<file path="src/rtl/mux8_rr_arbiter_pkg.sv">
// Shared definitions for the 8-way round-robin bus arbiter.
// Optional burst mode is selected with the MUX8_ARB_BURST_EN macro.
package mux8_rr_arbiter_pkg;

   localparam int NREQ   = 8;
   localparam int SEL_W  = 3;
   localparam int DATA_W = 16;

   typedef enum logic {
      ST_IDLE  = 1'b0,
      ST_GRANT = 1'b1
   } arb_state_t;

   function automatic logic [NREQ-1:0] onehot(input logic [SEL_W-1:0] idx);
      onehot = NREQ'(1) << idx;
   endfunction

endpackage

</file>
<file path="src/rtl/mux8_rr_arbiter_mux.sv">
// Eight-way, 16-bit wide data selector for the shared bus.
module Mux8Way16
   import mux8_rr_arbiter_pkg::*;
(
   input  logic [DATA_W-1:0] a,
   input  logic [DATA_W-1:0] b,
   input  logic [DATA_W-1:0] c,
   input  logic [DATA_W-1:0] d,
   input  logic [DATA_W-1:0] e,
   input  logic [DATA_W-1:0] f,
   input  logic [DATA_W-1:0] g,
   input  logic [DATA_W-1:0] h,
   input  logic [SEL_W-1:0]  sel,
   output logic [DATA_W-1:0] out
);

   always_comb begin
      unique case (sel)
         3'd0:    out = a;
         3'd1:    out = b;
         3'd2:    out = c;
         3'd3:    out = d;
         3'd4:    out = e;
         3'd5:    out = f;
         3'd6:    out = g;
         default: out = h;
      endcase
   end

endmodule

</file>
<file path="src/rtl/mux8_rr_arbiter_pick.sv">
// Combinational round-robin picker: first set bit of mask scanning upward
// from ptr with wrap-around from 7 back to 0.
module rr_pick8
   import mux8_rr_arbiter_pkg::*;
(
   input  logic [NREQ-1:0]  mask,
   input  logic [SEL_W-1:0] ptr,
   output logic             found,
   output logic [SEL_W-1:0] idx
);

   logic [2*NREQ-1:0] doubled;
   logic [NREQ-1:0]   rotated;
   logic [SEL_W-1:0]  offset;

   // Rotating the doubled mask puts position ptr at bit 0, so the
   // lowest set bit of the rotated word is the round-robin winner.
   assign doubled = {mask, mask};
   assign rotated = NREQ'(doubled >> ptr);

   always_comb begin
      offset = '0;
      for (int k = NREQ - 1; k >= 0; k--) begin
         if (rotated[k]) begin
            offset = SEL_W'(k);
         end
      end
   end

   assign found = |mask;
   assign idx   = ptr + offset;

endmodule

</file>
<file path="src/rtl/mux8_rr_arbiter.sv">
// Round-robin arbiter sharing one 16-bit bus among eight requesters with a
// valid/ready handshake. Define MUX8_ARB_BURST_EN for multi-transfer grants.
module mux8_rr_arbiter
   import mux8_rr_arbiter_pkg::*;
#(
   parameter int BURST_LEN = 4
) (
   input  logic              clk,
   input  logic              reset,
   input  logic [NREQ-1:0]   req,
   input  logic [DATA_W-1:0] a,
   input  logic [DATA_W-1:0] b,
   input  logic [DATA_W-1:0] c,
   input  logic [DATA_W-1:0] d,
   input  logic [DATA_W-1:0] e,
   input  logic [DATA_W-1:0] f,
   input  logic [DATA_W-1:0] g,
   input  logic [DATA_W-1:0] h,
   input  logic              out_ready,
   output logic [DATA_W-1:0] out,
   output logic              out_valid,
   output logic [NREQ-1:0]   gnt,
   output logic [SEL_W-1:0]  sel,
   output logic [NREQ-1:0]   ack
);

   if (BURST_LEN < 1) begin : g_bad_burst_len
      $error("BURST_LEN must be at least 1");
   end

   arb_state_t       state;
   arb_state_t       state_n;
   logic [SEL_W-1:0] sel_n;
   logic [SEL_W-1:0] ptr;
   logic [SEL_W-1:0] ptr_n;
   logic [NREQ-1:0]  gnt_n;
   logic             xfer;
   logic             drop_grant;
   logic [NREQ-1:0]  pick_mask;
   logic [SEL_W-1:0] pick_start;
   logic             pick_found;
   logic [SEL_W-1:0] pick_idx;

`ifdef MUX8_ARB_BURST_EN
   localparam int CNT_W     = (BURST_LEN > 1) ? $clog2(BURST_LEN) : 1;
   localparam int BURST_MAX = BURST_LEN - 1;

   logic [CNT_W-1:0] burst_cnt;
   logic [CNT_W-1:0] burst_cnt_n;
`endif

   assign out_valid = (state == ST_GRANT) && req[sel];
   assign xfer      = out_valid && out_ready;
   assign ack       = gnt & {NREQ{xfer}};

   // From idle the whole request vector competes starting at ptr; while a
   // grant is active only the others compete, starting just after the holder.
   always_comb begin
      pick_mask  = req;
      pick_start = ptr;
      if (state == ST_GRANT) begin
         pick_mask  = req & ~gnt;
         pick_start = sel + 3'd1;
      end
   end

   rr_pick8 u_pick (
      .mask  (pick_mask),
      .ptr   (pick_start),
      .found (pick_found),
      .idx   (pick_idx)
   );

   Mux8Way16 u_mux (
      .a   (a),
      .b   (b),
      .c   (c),
      .d   (d),
      .e   (e),
      .f   (f),
      .g   (g),
      .h   (h),
      .sel (sel),
      .out (out)
   );

   always_comb begin
      state_n    = state;
      sel_n      = sel;
      gnt_n      = gnt;
      ptr_n      = ptr;
      drop_grant = 1'b0;
`ifdef MUX8_ARB_BURST_EN
      burst_cnt_n = burst_cnt;
`endif
      case (state)
         ST_IDLE: begin
            if (pick_found) begin
               state_n = ST_GRANT;
               sel_n   = pick_idx;
               gnt_n   = onehot(pick_idx);
            end
         end
         default: begin
            // A holder that withdraws its request without a transfer is released too.
            if (xfer) begin
`ifdef MUX8_ARB_BURST_EN
               if (burst_cnt < CNT_W'(BURST_MAX)) begin
                  burst_cnt_n = burst_cnt + 1'b1;
               end else begin
                  drop_grant = 1'b1;
               end
`else
               drop_grant = 1'b1;
`endif
            end else if (!req[sel]) begin
               drop_grant = 1'b1;
            end

            if (drop_grant) begin
               ptr_n = sel + 3'd1;
`ifdef MUX8_ARB_BURST_EN
               burst_cnt_n = '0;
`endif
               if (pick_found) begin
                  sel_n = pick_idx;
                  gnt_n = onehot(pick_idx);
               end else begin
                  state_n = ST_IDLE;
                  gnt_n   = '0;
               end
            end
         end
      endcase
   end

   always_ff @(posedge clk) begin
      if (reset) begin
         state <= ST_IDLE;
         sel   <= '0;
         gnt   <= '0;
         ptr   <= '0;
      end else begin
         state <= state_n;
         sel   <= sel_n;
         gnt   <= gnt_n;
         ptr   <= ptr_n;
      end
   end

`ifdef MUX8_ARB_BURST_EN
   always_ff @(posedge clk) begin
      if (reset) begin
         burst_cnt <= '0;
      end else begin
         burst_cnt <= burst_cnt_n;
      end
   end
`endif

endmodule

</file>
<file path="config.mk">
export PLATFORM = sky130hd
export DESIGN_NAME = mux8_rr_arbiter
export DESIGN_NICKNAME = d
export VERILOG_FILES = /design/src/rtl/mux8_rr_arbiter_pkg.sv /design/src/rtl/mux8_rr_arbiter_mux.sv /design/src/rtl/mux8_rr_arbiter_pick.sv /design/src/rtl/mux8_rr_arbiter.sv
export SDC_FILE = /design/constraint.sdc
export NUM_CORES = 1
export LEC_CHECK = 0
export BUFFER_PORTS_ARGS = -buffer_cell sky130_fd_sc_hd__buf_4
export CORE_UTILIZATION = 46
export DETAILED_ROUTE_END_ITERATION = 8
export GPL_TIMING_DRIVEN = 0
export HOLD_SLACK_MARGIN = 0.08
export PLACE_DENSITY = 0.9
export SKIP_CTS_REPAIR_TIMING = 1
export SYNTH_ARGS = -nofsm -noshare
export SYNTH_HDL_FRONTEND = slang
export SYNTH_SLANG_ARGS = --single-unit
</file>
<file path="constraint.sdc">
create_clock -name clk -period 12 [get_ports clk]
set_input_delay 0.6 -clock clk [delete_from_list [all_inputs] [get_ports clk]]
set_output_delay 0.6 -clock clk [all_outputs]
set_load 0.01 [all_outputs]
</file>
==> results of run 1 <==
## power groups by stage
stage                     sequential (uW)  combinational, uW  clock, uW
after global routing                 90.4                745       45.2
after global placement               87.4                666          0
after floorplan                      85.0                429          0
final                                89.8                696       43.1
after detailed placement             88.6                680          0
after CTS                            87.8                682       42.4
## per-layer routing
| layer | global-route usage (%) | up-vias | wire length, um |
|---|---|---|---|
| li1 | - | 1666 | - |
| met1 | 47.53 | 1684 | 4545 |
| met2 | 70.27 | 226 | 5725 |
| met3 | 6.946 | 38 | 965 |
| met4 | 17.50 | 0 | 552 |
| met5 | 0 | - | 0 |
## kinds of logic (layout without fill, tap and decap cells)
kind of cell | after synthesis | count (layout) | share of synthesized area (%)
AND/OR/NAND/NOR | 109 | 109 | 21.62
other | 0 | 1 | 0
AO/OA/AOI/OAI | 110 | 110 | 29.95
multiplexers | 56 | 56 | 24.49
adder cells (fa/ha/maj) | 7 | 7 | 3.768
buffers and inverters | 43 | 221 | 7.585
XOR/XNOR | 2 | 2 | 0.6942
flip-flops | 15 | 15 | 11.90
## sequential cells by signal, summed over array words and instances, names as in the netlist
name and count:
gnt 8, state 1, sel 3, ptr 3
## worst paths after layout
| check | depth (start not counted) | to |
|---|---|---|
| worst min-delay path | 2 | ptr[2] |
| worst max register to register | 17 | gnt[2] |
| worst min register to register | 2 | ptr[2] |
| worst max-delay path | 17 | gnt[2] |
## layout make-up
type / instances / area, sq um
diodes: 1 / 2.502
plain buffers: 26 / 127.6
clock buffers: 3 / 41.29
clock inverters: 1 / 5.005
fillers: 438 / 1239
inverters: 17 / 63.81
multi-input cells: 284 / 2032
flip-flops and latches: 15 / 300.3
well taps: 70 / 87.58
repair buffers: 174 / 1306
## critical path, stage by stage (launching register included)
cell	delay [ns]
dfxtp_1	0.37
buf_2	0.30
inv_2	0.21
ha_1	0.36
a21oi_2	0.24
buf_2	0.32
mux2i_1	0.37
nand2b_1	0.10
a31o_2	0.25
a221oi_1	0.26
o21ba_2	0.16
ha_1	0.13
inv_1	0.05
fa_1	0.47
xnor2_1	0.51
nor3_1	0.13
o21ai_0	0.10
nand3_1	0.12
## per-stage QoR
step,utilization [%],total power [uW],area [sq um]
final,76.20,829.3,3966
after global routing,76.20,880.8,3966
after CTS,76.15,812.0,3964
after detailed placement,75.26,768.2,3918
after global placement,75.26,753.7,3918
after floorplan,-,513.7,2524
## placed cells by master (no fill, tap or decap), types with 2 or more instances in the layout
cell and count:
clkbuf_8 3, a22oi_1 17, buf_4 177, o22ai_1 2, buf_6 2, nand2_1 12, clkbuf_1 15, and2_1 7
ha_1 6, a211o_1 2, nand3_1 28, a222oi_1 14, nor4_1 6, a21oi_1 35, buf_2 3, o21ai_0 14
buf_1 3, dfxtp_1 15, or2_1 2, nor4_2 3, a221oi_1 5, nor2_1 35, mux2_2 26, nand2b_1 4
mux2i_1 28, a31oi_1 7, o21ai_1 4, and3_1 2, nor3_1 5, inv_1 15, mux4_2 2
==> flow_summary.ini, run 1 <==
[drt]
totalWireLength_mm = 11.79
via_per_inst = 6.115
drc_errors = 0
vias = 3614
postRouteAntennaNets = 0
drt-initial-drc-count = 365
routedWlPerCell_um = 19.95
first_pass_iters = 8

[sta]
whs_ns = 0.4674
fin_tns_setup_ns = 0
grt_setup_unrepaired = no
worst_pin_slew_ns = 0.6024
slew_headroom_pct = 59.47
fin_ws_ns = 7.404
hold_viol = 0
finalCriticalPeriod_ns = 4.596
setup_viol = 0
finalCritPeriodShare_pct = 38.30
clock_skew_ns = 0.004557
slew_violations = 0
fmax_ghz = 0.2176

[clock_network]
cts_tree = yes
path_clk_slew_ns = 0.07
cts_sinks = 15
clkLatencyLatePin_ns = 0.26
clockBufferDepth = 2
numCtsBuffers = 3
cts_root_buffer = clkbuf_8
htree_levels = 1

[placed_design]
post-dp-hpwl_mm = 9.611
placed_cells = 586
port_buffers = 174
dp_worst_setup_slack_ns = 7.486
finalWeightedCongestion = 0.9643

[synthesis]
synth_edf_count = 0
synth-seq-cells = 15
ys_seq_area_share_pct = 11.90
synth_common_cells = 35 x a21oi_1, 35 x nor2_1, 28 x mux2i_1, 28 x nand3_1, 26 x mux2_2
synthTopCellsByArea = dfxtp_1 12%, mux2_2 12%, mux2i_1 11%, a21oi_1 6.9%, a222oi_1 5.6%
yosys.area.top_type_share_pct = 11.90
yosysWarnings = 0
netlist_instances = 342
ys.flop_type = dfxtp_1
async_flop_share_pct = 0
synth_cell_types = 50
syn-num-nets = 488
syn_area_sq_mm = 0.002524
yosys.area.top_type = dfxtp_1
postSynthAreaPerCell_sq_um = 7.379

[worst_setup_path]
start_kind = register
startpoint = sel[2]
worstPathArrival_ns = 4.72
worstReg2RegStart = sel[2]
r2r_slack_ns = 7.40
critical_path_class = reg2reg
end_kind = register
required_ns = 12.12
cp_max_fo = 10

[worst_hold_path]
min_path_type = reg2reg
hp-start = ptr[2]

[power]
p_int_uw = 393.2
pwr-share-seq_pct = 10.8
ir_worst_vdd_mv = 0.1542
combPwrFrac_pct = 84.0
sw_frac_of_total_pct = 52.59
switching_power_uw = 436.1
p_leak_uw = 0.001839
p_per_area_mw_per_mm2 = 209.1
pwr-share-clk_pct = 5.2

[die]
die_area_sq_mm = 0.005787
initial_core_util_pct = 48.49
num_rows = 26
core_sq_mm = 0.005205
pin_count = 175
die_h_um = 76.07
die_w_um = 76.07

[final_layout]
final_cells = 591
synthToLayoutAreaGrowth_pct = 57.16
drive_above_1_share_pct = 43.46
num-nets-final = 667

[grt]
grt_max_degree = 11
grt_pass1_vias = 3566
grt_use_total_pct = 39.98
grt_overflow = 0
antenna_found_initial = 1
grt_pass1_wl_mm = 18.44

[outcome]
outcome = finished, final reports clean

[flow_run]
max-cap-violations = 0
Note: power is estimated with default switching activity, not from simulation.
==> inputs of run 2 (changes only) <==
--- a/config.mk
+++ b/config.mk
@@ -6,11 +6,11 @@
 export NUM_CORES = 1
 export LEC_CHECK = 0
 export BUFFER_PORTS_ARGS = -buffer_cell sky130_fd_sc_hd__buf_4
-export CORE_UTILIZATION = 46
+export CORE_UTILIZATION = 43
 export DETAILED_ROUTE_END_ITERATION = 8
 export GPL_TIMING_DRIVEN = 0
 export HOLD_SLACK_MARGIN = 0.08
-export PLACE_DENSITY = 0.9
+export PLACE_DENSITY = 0.85
 export SKIP_CTS_REPAIR_TIMING = 1
 export SYNTH_ARGS = -nofsm -noshare
 export SYNTH_HDL_FRONTEND = slang
==> constraint.sdc (replaced) <==
create_clock -name clk -period 4.6 [get_ports clk]
set_input_delay 0.23 -clock clk [delete_from_list [all_inputs] [get_ports clk]]
set_output_delay 0.23 -clock clk [all_outputs]
set_load 0.01 [all_outputs]
==> run 2 against run 1 <==
  * Clock skew grew 0.0026 ns
  * Total power rose to 2.6 times the previous value
  * Die area is 6.8% higher
  * Non-clock buffer count stayed put
  * Sequential cell count unchanged
  * Critical path depth stayed put
  * Register-to-register slack got worse by 7.2 ns
  * First-iteration DRC count decreased by 19%
  * Count of clock-buffer cells in the layout increased by 1
  * Via count rose by 2.7%
  * Final area rose by 0.76%
==> flow_summary.ini, run 2 (synthesis gave the netlist of run 1 again) <==
[worst_setup_path]
worstPathArrival_ns = 4.56
end_kind = register
worstPathCellList = clkbuf_4 > inv_2 > ha_1 > a21oi_4 > buf_6 > mux2i_2 > a211oi_1 > a31o_2 > a221oi_1 > o21ba_2 > ha_1 > inv_1 > fa_1 > or3_1 > nor3_1 > nand3_1 > nand3_1
crit_slowest_cell = fa_1
critical_path_class = reg2reg
startpoint = sel[2]
start_kind = register
worstReg2RegStart = sel[2]
required_ns = 4.80
cp_max_fo = 10
max_stage_delay_ns = 0.56

[die]
die_h_um = 78.61
die_w_um = 78.61
core_sq_mm = 0.005574
pin_count = 175
initial_core_util_pct = 45.27
die_area_sq_mm = 0.006180
num_rows = 27

[clock_network]
clkLatencyLatePin_ns = 0.25
cts_sinks = 15
cts_root_buffer = clkbuf_8
cts_tree = yes
htree_levels = 1
numCtsBuffers = 3
path_clk_slew_ns = 0.06
clockBufferDepth = 2

[power]
p_leak_uw = 0.001844
p_per_area_mw_per_mm2 = 544.4
ir_worst_vdd_mv = 0.3585

[sta]
setup_viol = 0
finalCriticalPeriod_ns = 4.362
fmax_ghz = 0.2292
hold_viol = 0
finalCritPeriodShare_pct = 94.83
slew_violations = 0
fin_tns_setup_ns = 0
clock_skew_ns = 0.007159
slew_headroom_pct = 59.93
whs_ns = 0.3453
grt_setup_unrepaired = no
worst_pin_slew_ns = 0.6010
fin_ws_ns = 0.2377

[final_layout]
mostFrequentLayoutCells = 177 x buf_4, 35 x a21oi_1, 35 x nor2_1
fillers = 494
synthToLayoutAreaGrowth_pct = 58.35
num-nets-final = 667
layout_commonest_cell = buf_4
top_regs = gnt (8), ptr (3), sel (3)
multi_input_area_sq_mm = 0.002054
regMostFlops = gnt
seq_area_sq_um = 300.3
finalInstanceArea_sq_mm = 0.003996
antennaDiodeCount = 0
final_cells = 592
drive_above_1_share_pct = 43.85
largest_reg_flops = 8

[grt]
antenna_found_initial = 0
grt_use_total_pct = 37.62
grt_pass1_wl_mm = 18.06
grt_overflow = 0
grt_max_degree = 11
grt_pass1_vias = 3527

[drt]
postRouteAntennaNets = 0
totalWireLength_mm = 11.94
drc_errors = 0
via_per_inst = 6.269
vias = 3711
first_pass_iters = 6
drt-initial-drc-count = 297
routedWlPerCell_um = 20.18

[flow_run]
max-cap-violations = 0

[placed_design]
placed_cells = 588
dp_worst_setup_slack_ns = 0.05672
port_buffers = 174
finalWeightedCongestion = 0.9190
post-dp-hpwl_mm = 9.600
dpl_cell_area_sq_mm = 0.003920

[outcome]
outcome = finished, final reports clean

[worst_hold_path]
min_path_type = in2reg
hp-start = reset
-- run 2: cell types whose count changed in the layout (fill, tap and decap cells not counted) --
cell      previous run  this run
clkbuf_4             0         1
buf_6                2         3
xnor2_2              0         1
clkbuf_1            15        16
diode_2              1         0
buf_2                3         1
a21oi_4              0         1
clkinv_2             1         0
a21oi_2              1         0
mux2i_2              0         2
mux2i_1             28        26
xnor2_1              1         0
-- run 2: report_power, final --
group,internal [uW],switching [uW]
combinational,812,1030
clock,61.4,46.4
sequential,170,58.4
total,1040,1130
-- run 2: critical path, delay by kind of cell, from the launching register on --
kind,cells,cell delay (ns)
fa+ha+maj,3,1.08
compound gates,5,1.01
simple gates,4,0.87
buf+inv,4,0.69
flops,1,0.36
mux,1,0.29
-- run 2: metrics by stage --
step	power [uW]	util, %
after detailed placement	1997	70.33
after global placement	1957	70.33
after CTS	2111	71.13
final	2176	71.69
after global routing	2317	71.69
after floorplan	1340	-
-- run 2: worst paths after layout --
kind | cells after the start | endpoint | slack, ns
hold / removal | 4 | gnt[5] | 0.35
setup / recovery | 17 | gnt[2] | 0.24
hold reg to reg | 2 | ptr[2] | 0.46
setup reg to reg | 17 | gnt[2] | 0.24
-- run 2: cell type report --
type,instances,share of cell area [%]
flip-flops and latches,15,7.514
repair buffers,174,32.69
multi-input cells,284,51.41
well taps,72,2.254
inverters,17,1.597
clock buffers,4,1.127
plain buffers,26,3.413
-- run 2: metal layers --
layer / global-route usage [%] / part of all wire [%]
met1: 44.21 / 38
met3: 6.047 / 9.6
met2: 66.78 / 49
met5: 0 / 0
met4: 15.93 / 4.3
==> inputs of run 3 (changes only) <==
--- a/config.mk
+++ b/config.mk
@@ -6,11 +6,11 @@
 export NUM_CORES = 1
 export LEC_CHECK = 0
 export BUFFER_PORTS_ARGS = -buffer_cell sky130_fd_sc_hd__buf_4
-export CORE_UTILIZATION = 43
+export CORE_UTILIZATION = 40
 export DETAILED_ROUTE_END_ITERATION = 8
 export GPL_TIMING_DRIVEN = 0
 export HOLD_SLACK_MARGIN = 0.08
-export PLACE_DENSITY = 0.85
+export PLACE_DENSITY = 0.8
 export SKIP_CTS_REPAIR_TIMING = 1
 export SYNTH_ARGS = -nofsm -noshare
 export SYNTH_HDL_FRONTEND = slang
==> run 3 against run 2 <==
  * Fmax shrank 1.7%
  * Final cell count grew 0.51%
  * Count of clock-buffer cells in the layout shrank 1
  * Non-clock buffer count is the same
  * Core utilization shrank 5.1 points
  * Sequential power is essentially flat
  * Critical endpoint unchanged
  * Largest cell class unchanged
==> flow_summary.ini, run 3 (synthesis gave the netlist of run 1 again) <==
[clock_network]
cts_tree = yes
numCtsBuffers = 3
path_clk_slew_ns = 0.07
clkLatencyLatePin_ns = 0.26
clockBufferDepth = 2
cts_root_buffer = clkbuf_8
htree_levels = 1
cts_sinks = 15

[sta]
finalCritPeriodShare_pct = 96.49
grt_setup_unrepaired = no
hold_viol = 0
fin_tns_setup_ns = 0
worst_pin_slew_ns = 0.6356
fmax_ghz = 0.2253
slew_violations = 0
slew_headroom_pct = 57.24
setup_viol = 0
clock_skew_ns = 0.01305
finalCriticalPeriod_ns = 4.439

[worst_setup_path]
required_ns = 4.80
end_kind = register
critical_path_class = reg2reg
start_kind = register
r2r_cells = 17
cp_max_fo = 10
worstPathArrival_ns = 4.64

[drt]
totalWireLength_mm = 12.17
drt-initial-drc-count = 328
via_per_inst = 6.134
routedWlPerCell_um = 20.46
first_pass_iters = 7
vias = 3650
postRouteAntennaNets = 0
drc_errors = 0

[power]
power.total_uw = 2169
p_per_area_mw_per_mm2 = 543.5
p_leak_uw = 0.001845
ir_worst_vdd_mv = 0.3027

[final_layout]
top_regs = gnt (8), ptr (3), sel (3)
multi_input_area_sq_mm = 0.002047
num-nets-final = 667
largest_reg_flops = 8
mostFrequentLayoutCells = 178 x buf_4, 35 x a21oi_1, 35 x nor2_1
fillers = 536
finalInstanceArea_sq_mm = 0.003990
synthToLayoutAreaGrowth_pct = 58.11
layout_commonest_cell = buf_4
seq_area_sq_um = 300.3
drive_above_1_share_pct = 44.04
regMostFlops = gnt
antennaDiodeCount = 0

[placed_design]
post-dp-hpwl_mm = 9.905
finalWeightedCongestion = 1.003
dpl_cell_area_sq_mm = 0.003924
port_buffers = 174

[outcome]
outcome = finished, final reports clean

[grt]
grt_overflow = 0
antenna_found_initial = 0
grt_max_degree = 11
grt_use_total_pct = 34.78
grt_pass1_wl_mm = 17.21
grt_pass1_vias = 3161

[die]
pin_count = 175
num_rows = 28
die_area_sq_mm = 0.006631
die_w_um = 81.43
core_sq_mm = 0.005991
initial_core_util_pct = 42.13
die_h_um = 81.43

[worst_hold_path]
min_path_type = in2reg
min_path_cells = 4

[flow_run]
max-cap-violations = 0
[run 3: cell types whose count changed in the layout (fill, tap and decap cells not counted), sizes merged]
cell    change
clkinv      +1
clkbuf      -1
[run 3: worst max-delay path: stages, from the launching register on]
cell and delay, ns:
dfxtp_1 0.37, clkbuf_4 0.25, inv_2 0.17, ha_1 0.36, a21oi_2 0.24, buf_4 0.27
mux2i_2 0.31, a211oi_1 0.11, a31o_2 0.22, a221oi_1 0.30, o21ba_2 0.18, ha_1 0.14
inv_1 0.05, fa_1 0.55, or3_1 0.40, nor3_1 0.23, o21ai_0 0.14, nand3_1 0.09
[run 3: layout make-up]
class | count | area share [%]
clock buffer | 3 | 1.035
multi-input combinational | 284 | 51.30
timing repair buffer | 174 | 32.74
buffer | 26 | 3.324
tap | 75 | 2.352
sequential | 15 | 7.526
inverter | 17 | 1.599
clock inverter | 1 | 0.1254
[run 3: path summary, 6_finish.rpt]
| check | start | to | slack, ns |
|---|---|---|---|
| worst max register to register | sel[2] | gnt[2] | 0.16 |
| worst max-delay path | sel[2] | gnt[2] | 0.16 |
| worst min-delay path | out_ready | state | 0.31 |
| worst min register to register | ptr[2] | ptr[2] | 0.48 |
[run 3: layer usage]
| layer | vias up | wire, um | GRT usage, % |
|---|---|---|---|
| li1 | 1666 | - | - |
| met1 | 1721 | 4954 | 46.09 |
| met2 | 241 | 5663 | 55.58 |
| met3 | 22 | 1340 | 8.889 |
| met4 | 0 | 214 | 9.107 |
| met5 | - | 0 | 0 |
[run 3: power by group]
part | internal, uW | leakage, uW | total [uW] | switching (uW)
Sequential | 170 | 0.000123 | 226 | 55.7
Combinational | 808 | 0.00170 | 1830 | 1020
Clock | 60.1 | 0.0000255 | 112 | 52.2
Total | 1040 | 0.00184 | 2170 | 1130
[run 3: metrics by stage]
| stage | instances | setup WS [ns] | hold WS (ns) | util, % |
|---|---|---|---|---|
| floorplan | 342 | 0.6261 | 0.4123 | - |
| global placement | 591 | 0.1139 | 0.4415 | 65.50 |
| detailed placement | 591 | 0.06811 | 0.4689 | 65.50 |
| CTS | 595 | 0.04263 | 0.3132 | 66.27 |
| global route | 595 | 0.002411 | 0.3201 | 66.60 |
| finish | 595 | 0.1615 | 0.3098 | 66.60 |
